**src/rtl/stream_demux_pkg.sv**
```systemverilog
// Shared types and helpers for the registered 1xN stream demultiplexer.
package stream_demux_pkg;

  // How the word currently presented at the input will be routed.
  typedef enum logic [1:0] {
    MODE_UNICAST = 2'd0,
    MODE_BCAST   = 2'd1,
    MODE_DROP    = 2'd2
  } mode_e;

  // True when a unicast select addresses an existing channel.
  function automatic logic sel_in_range(input logic [31:0] sel, input logic [31:0] n);
    return (sel < n);
  endfunction

  // Increment a counter of cntw bits, holding at its all-ones value.
  function automatic logic [31:0] sat_inc(input logic [31:0] cnt, input int unsigned cntw);
    logic [32:0] max_val;
    max_val = (33'd1 << cntw) - 33'd1;
    if ({1'b0, cnt} >= max_val) begin
      return cnt;
    end
    return cnt + 32'd1;
  endfunction

endpackage

```
**src/rtl/stream_demux_slot.sv**
```systemverilog
// One-entry output register for a single demux channel.
module demux_slot
  import stream_demux_pkg::*;
#(
  parameter int WIDTH = 8
) (
  input  logic             clk,
  input  logic             rst,
  input  logic             load,
  input  logic [WIDTH-1:0] load_data,
  input  logic             ready,
  output logic             valid,
  output logic [WIDTH-1:0] data,
  output logic             free
);

  logic             valid_q, valid_d;
  logic [WIDTH-1:0] data_q, data_d;

  // Next slot state: a load always wins and leaves the slot full; otherwise
  // a handshake empties it. Data is only touched on load.
  always_comb begin
    valid_d = valid_q;
    data_d  = data_q;
    if (load) begin
      valid_d = 1'b1;
      data_d  = load_data;
    end else if (valid_q && ready) begin
      valid_d = 1'b0;
    end
  end

  // Slot register; reset drops any held word.
  always_ff @(posedge clk or posedge rst) begin
    if (rst) begin
      valid_q <= 1'b0;
      data_q  <= '0;
    end else begin
      valid_q <= valid_d;
      data_q  <= data_d;
    end
  end

  assign valid = valid_q;
  assign data  = data_q;
  // The slot can take a new word if it is empty or emptying this cycle.
  assign free  = ~valid_q | ready;

endmodule

```
**src/rtl/stream_demux.sv**
```systemverilog
// Registered 1xN valid/ready demultiplexer with broadcast and a saturating
// counter of discarded out-of-range words.
module stream_demux
  import stream_demux_pkg::*;
#(
  parameter  int WIDTH = 8,
  parameter  int N     = 4,
  parameter  int CNTW  = 8,
  localparam int SELW  = $clog2(N)
) (
  input  logic               clk,
  input  logic               rst,
  input  logic               in_valid,
  output logic               in_ready,
  input  logic [WIDTH-1:0]   in_data,
  input  logic [SELW-1:0]    in_sel,
  input  logic               in_bcast,
  output logic [N-1:0]       out_valid,
  input  logic [N-1:0]       out_ready,
  output logic [N*WIDTH-1:0] out_data,
  output logic [CNTW-1:0]    drop_cnt
);

  mode_e           mode;
  logic [N-1:0]    sel_hit;
  logic [N-1:0]    slot_free;
  logic [N-1:0]    slot_load;
  logic            accept;
  logic [CNTW-1:0] drop_cnt_q, drop_cnt_d;

  // Classify the presented word; broadcast overrides the select.
  always_comb begin
    mode = MODE_DROP;
    if (in_bcast) begin
      mode = MODE_BCAST;
    end else if (sel_in_range(32'(in_sel), 32'(N))) begin
      mode = MODE_UNICAST;
    end
  end

  // Ready depends only on routing and slot occupancy, never on in_valid.
  always_comb begin
    in_ready = 1'b1;
    case (mode)
      MODE_BCAST:   in_ready = &slot_free;
      MODE_UNICAST: in_ready = |(sel_hit & slot_free);
      default:      in_ready = 1'b1;
    endcase
  end

  assign accept = in_valid & in_ready;

  // Per-channel select decode, load strobe and slot instance.
  for (genvar gi = 0; gi < N; gi++) begin : g_slot
    assign sel_hit[gi]   = (in_sel == SELW'(gi));
    assign slot_load[gi] = accept & ((mode == MODE_BCAST) |
                                     ((mode == MODE_UNICAST) & sel_hit[gi]));

    demux_slot #(
      .WIDTH(WIDTH)
    ) u_slot (
      .clk      (clk),
      .rst      (rst),
      .load     (slot_load[gi]),
      .load_data(in_data),
      .ready    (out_ready[gi]),
      .valid    (out_valid[gi]),
      .data     (out_data[gi*WIDTH +: WIDTH]),
      .free     (slot_free[gi])
    );
  end

  // Count words that were accepted only to be thrown away.
  always_comb begin
    drop_cnt_d = drop_cnt_q;
    if (accept && (mode == MODE_DROP)) begin
      drop_cnt_d = CNTW'(sat_inc(32'(drop_cnt_q), CNTW));
    end
  end

  // Discard counter register.
  always_ff @(posedge clk or posedge rst) begin
    if (rst) begin
      drop_cnt_q <= '0;
    end else begin
      drop_cnt_q <= drop_cnt_d;
    end
  end

  assign drop_cnt = drop_cnt_q;

endmodule

```
**config.mk**
```make
export PLATFORM = sky130hd
export DESIGN_NAME = stream_demux
export DESIGN_NICKNAME = d
export VERILOG_FILES = /design/src/rtl/stream_demux_pkg.sv /design/src/rtl/stream_demux_slot.sv /design/src/rtl/stream_demux.sv
export SDC_FILE = /design/constraint.sdc
export NUM_CORES = 1
export LEC_CHECK = 0
export ABC_AREA = 0
export CAP_MARGIN = 20
export CELL_PAD_IN_SITES_DETAIL_PLACEMENT = 0
export CELL_PAD_IN_SITES_GLOBAL_PLACEMENT = 1
export CORE_MARGIN = 2
export CORE_UTILIZATION = 32
export CTS_BUF_LIST = sky130_fd_sc_hd__clkbuf_8
export DETAILED_ROUTE_END_ITERATION = 12
export PLACE_DENSITY = 0.83
export SETUP_SLACK_MARGIN = 0.2
export SYNTH_ARGS = -nofsm -noshare
export SYNTH_HDL_FRONTEND = slang
export SYNTH_HIERARCHICAL = 1
export SYNTH_SLANG_ARGS = --single-unit
```
**constraint.sdc**
```tcl
create_clock -name clk -period 3.2 [get_ports clk]
set_input_delay 0.96 -clock clk [delete_from_list [all_inputs] [get_ports clk]]
set_output_delay 0.96 -clock clk [all_outputs]
set_load 0.03 [all_outputs]
```
# Word-level counts from Yosys, hierarchy flattened
# Cells that the tools add are included.
[totals]
regBits = 44
in_bits = 18
[op_classes]
eq_ne = 6
reduce_logical = 14
add_sub_neg = 1
n_lt_le_gt_ge = 1
bitwise_logic = 22
muxes = 13
[op_table]
columns = ["cell", "count"]
rows = [
  ["2-to-1 mux 1 bit", 11],
  ["bitwise AND 1 bit", 9],
  ["adder 8 x 1 -> 8 bit (second input constant)", 1],
  ["greater-or-equal comparator 8 bit (second input constant)", 1],
  ["2-to-1 mux 8 bit", 1],
  ["OR 1 bit", 8],
  ["nonzero test 2 bit", 4],
  ["== test 2 bit (second input constant)", 3],
  ["logical AND 1 bit", 5],
  ["bitwise AND 4 bit", 1],
  ["== test 2 x 1 -> 1 bit (second input constant)", 2],
  ["zero test 2 bit", 2],
  ["inverter 1 bit", 4],
  ["AND reduction 4 bit", 1],
  ["OR reduction 4 bit", 1],
  ["!= test 2 bit (second input constant)", 1],
  ["one-hot mux 1 bit (2 select lines)", 1],
  ["AND reduction 2 bit", 1],
]

# Depth between registers and ports, before layout
[logic_depth]
word_depth = 10
mapped_depth = 6
ltp_nobuf = 5

# Cells and area by module
# The synthesis kept the hierarchy.
[modules_own_cells]
columns = ["module", "area_each_um2", "cells_per_inst", "seq_area_each_um2", "n_inst"]
rows = [
  ["demux_slot", 372.9, 21, 225.2, 4],
  ["stream_demux", 187.7, 29, 0.0, 1],
]

# Worst setup path after synthesis
# No wires, ideal clock.
[synth_timing]
path_kind = "input port to output port"
start = "input out_ready[0]"
end = "output in_ready"
path_stages = 4
path_buffers = 0
slack_ns = 0.531
required_ns = 2.240
arrival_ns = 1.709
path_cell_list = "nand2b_1 -> nand2b_1 -> a211o_1 -> nand4_1"
[synth_between]
elab_chain_cells = 4
elab_cells_between_ends = 5
cone_classes = "mux: 1; bitwise: 2; reduce/logical: 2"
[synth_rtl]
columns = ["element", "line", "rtl"]
rows = [
  ["from (decl)", "stream_demux.sv:19", "input logic [N-1:0] out_ready,"],
  ["OR 1 bit *", "stream_demux_slot.sv:47", "assign free = ~valid_q | ready;"],
  ["bitwise AND 4 bit", "stream_demux.sv:46", "MODE_UNICAST: in_ready = |(sel_hit & slot_free);"],
  ["OR reduction 4 bit", "stream_demux.sv:46", ""],
  ["one-hot mux 1 bit (2 select lines) *", "stream_demux.sv:44", "case (mode)"],
  ["to (decl)", "stream_demux.sv:14", "output logic in_ready,"],
]
# Mark *: on every way between the ends. The rest lies on a longest branch, timed or not.

# Final worst setup path
[layout_timing]
start = "input out_ready[3]"
end = "output in_ready"
[layout_between]
elab_chain_cells = 4
elab_cells_between_ends = 5
cone_classes = "mux: 1; bitwise: 2; reduce/logical: 2"
[layout_rtl]
columns = ["element", "line", "rtl"]
rows = [
  ["OR 1 bit *", "stream_demux_slot.sv:47", ""],
  ["named net slot_free[3]", "stream_demux.sv:26", "logic [N-1:0] slot_free;"],
  ["bitwise AND 4 bit", "stream_demux.sv:46", ""],
  ["OR reduction 4 bit", "stream_demux.sv:46", ""],
  ["one-hot mux 1 bit (2 select lines) *", "stream_demux.sv:44", ""],
]
# The timed path passes the listed nets; every way through them passes the cells marked *.

==> impl.org <==
** Routing
- Initial DRC count :: 41
- The routed design has 3.69 mm of wire.
- Drt pass-1 iters :: 4
- For this block, the via count after detailed routing is 1084.
- Wirelength per Cell :: 14.6 µm
- In this run the remaining antenna-violating nets after routing total 0.
- Drt drc :: 0
- In the routed layout, each cell is associated on average with a via count of 4.28.

** Clock network
- In this run the number of H-tree levels came out at 2.
- Clock-pin slew was measured on the worst setup and hold paths at 0.06 ns.
- The longest clock path from root to sink contains 2 buffers.
- Source-to-sink clock delay at the later pin of the worst-skew pair :: 0.28 ns
- Hold repair after CTS inserted 0 buffers.
- The number of clock buffers added by TritonCTS is 5.
- Root buffer cell :: clkbuf_8
- TritonCTS built the clock tree.
- Clock Sinks :: 36

** Placement
- # port buffers :: 54
- Global placement routability congestion :: 0.794
- The wire-length estimate of the detail-placed layout is 2.62 mm.
- Post-DP Area :: 2260 µm²
- Post-Place Setup Slack :: 0.0575 ns
- Cell count after placement :: 236

** Critical path
- Data required time of the worst path :: 2.24 ns
- By startpoint and endpoint, the worst setup path is classified as primary input to primary output.
- On the critical path, the stage with the largest delay is an instance of clkdlybuf4s50_1.
- Reg2Reg Depth :: 13
- Kind of cell adding the most delay to the critical path :: buffers and inverters
- In this run the number of cells on the critical path is 5.
- The worst setup path is launched from a primary input.
- Maximum net fanout on the critical path :: 5
- STA puts the critical path data arrival time at 1.98 ns.
- The critical path goes through clkdlybuf4s50_1, nand2b_2, nand4b_1, nand4_1, buf_6.
- Buffering stage count on the worst path with inverters included :: 2
- Worst setup EP type :: primary output
- On the worst path, the slowest cell contributes a delay of 0.39 ns.

** Logic synthesis
- Post-Synth Adder-Cell Area :: 0
- The complex-gate fraction of the synthesized area was 0.0216.
- Dominant combinational cell family by area after synthesis :: multiplexers
- Summing every instance area after synthesis gives 1680 µm².
- Number of distinct library cells after synthesis :: 21
- The share of the Yosys chip area taken by registers is 0.537.
- Proportion of synthesized area in mux cells :: 0.286
- Number of register bits inferred by synthesis :: 36
- Dividing the synthesized area by the synthesized cell count gives 14.9 µm².
- Of the total synthesized cell area, the portion taken by AND, OR, NAND and NOR gates is 0.0790.
- Synthesis handed over a netlist of 113 instances.
- During synthesis, Yosys emitted a total of 6 warnings.
- Of the total synthesized cell area, the portion taken by XOR and XNOR cells is 0.

** STA
- Number of pins exceeding their max-slew limit in the final report :: 0
- Post-route worst setup slack :: 0.263 ns
- Period utilization :: 0.918
- After layout, the minimum clock period comes to 2.94 ns.
- Number of hold violations in the final report :: 0
- Final Skew :: 0.00237 ns
- Setup violations remaining at the end of the flow were counted as 0.
- Maximum clock frequency :: 341 MHz
- Final worst hold slack :: 0.510 ns
- RSZ-0062 raised after global routing :: false
- After routing, the total negative slack on setup checks comes to 0 ns.

** Floorplanning
- The die is 76.4 µm tall.
- The initial utilization of the core area, before any placement, comes to 0.331.
- Standard-cell row count :: 26
- Core region area :: 5070 µm²
- Number of ports placed on the die boundary :: 63
- The die covers 5840 µm².
- The die is 76.4 µm wide.

** Power and ir drop
- Maximum resistive drop on vdd :: 0.000471 V
- Power after layout :: 1.94 mW
- PwrDens :: 785 nW/µm²
- Leakage power summed over all cells :: 1.15 nW

** Worst hold path
- Worst hold-check path type :: flip-flop to flip-flop
- Counting instances, the worst hold path has a depth of 1.

** Final layout
- Area growth, synth to finish :: 46.9%
- The library cell used most frequently in the layout, excluding fill and tap cells, is clkdlybuf4s50_1.
- Inserted Diodes :: 0
- Fill cell instance count of the final layout :: 447
- Number of nets in the final layout :: 201
- Most used cells in the layout excluding fill and tap cells :: 48 x clkdlybuf4s50_1, 36 x dfrtp_1, 32 x mux2_4, 15 x buf_4, 8 x conb_1
- Non-filler instance count after layout :: 253
- Once layout is complete, the utilization of the core stands at 0.486.
- Layout Cell Area excl Fill :: 2470 µm²
- Layout cell share with drive strength beyond 1 :: 0.344

** Global route
- For met2 alone, demand over resource in global routing was 0.202.
- GRT Max-Usage Layer :: met2
- Vias in the first global route :: 1125
- The first global-routing pass estimated 6.00 mm of wire.
- In the global route stage, met3 resource usage came out at 0.0344.
- GR Util All Layers :: 0.133
- Met1 global-route usage :: 0.185
- Number of antenna violations at the first check in global routing :: 0
- Entering global routing, the biggest net connects 11 pins.
- Overflow left after global routing :: 0

** Status
- The run finished with clean final reports.

** Flow run
- Count of max-cap constraint violations :: 0
-- path summary, 6_finish.rpt --
path                       slack (ns)                  endpoint                      from
setup / recovery                 0.26                  in_ready              out_ready[3]
hold reg to reg                  0.51  g_slot[0].u_slot/data[7]  g_slot[0].u_slot/data[7]
hold / removal                   0.51  g_slot[0].u_slot/data[7]  g_slot[0].u_slot/data[7]
max in group asynchronous        1.85  g_slot[3].u_slot/data[5]                       rst
min in group asynchronous        1.05  g_slot[0].u_slot/data[2]                       rst
setup reg to reg                 0.85  g_slot[2].u_slot/data[0]    g_slot[2].u_slot/valid
-- cell usage after synthesis --
cell type  count  area [µm²]
nor3_1         2        10.0
nand2_1        2        7.51
nand4_1        1        6.26
buf_2          1        5.00
inv_1          4        15.0
a21oi_1        1        5.00
and3_4         1        11.3
nand3_1        2        10.0
buf_4          8        60.1
conb_1         1        3.75
nand4b_1       1        8.76
buf_6          4        45.0
a21boi_1       1        7.51
nor2_1         2        7.51
a211o_1        1        8.76
dfrtp_1       36         901
and3_1         1        6.26
mux2_4        32         480
and3b_1        1        8.76
nand2b_1       9        56.3
o21a_1         2        15.0
-- cells by family (layout without fill, tap and decap cells) --
family	Yosys count	count (layout)
mux	32	32
buf+inv	17	80
simple gates	22	22
other cells	1	8
flops	36	36
compound gates	5	5
-- power breakdown --
part / switching [mW] / internal, mW / total [mW]
clock: 0.143 / 0.191 / 0.335
sequential: 0.0845 / 0.594 / 0.678
combinational: 0.456 / 0.469 / 0.925
total: 0.684 / 1.25 / 1.94
-- timing repair --
action | 4_1_cts | 5_1_grt
gates resized for setup | 12 | 1
endpoints found under the setup margin | 1 | 1
pin swaps | 3 | 0
setup buffers | 10 | 0
-- cell type report --
type	instances	area, µm²	area share
flip-flops and latches	36	901	0.365
multi-input cells	67	719	0.292
repair buffers	69	648	0.263
clock buffers	7	96.3	0.0390
well taps	70	87.6	0.0355
inverters	4	15.0	0.00609
-- registers in the layout (all words and copies together), names as in the netlist --
| register | flops |
|---|---|
| g_slot.u_slot/data | 32 |
| g_slot.u_slot/valid | 4 |
-- per-layer routing --
metal  wire (µm)  up-vias
li1            -      507
met1        1760      528
met2        1710       42
met3         168        7
met4          48        0
met5           0        -
Note: power is estimated with default switching activity, not from simulation.
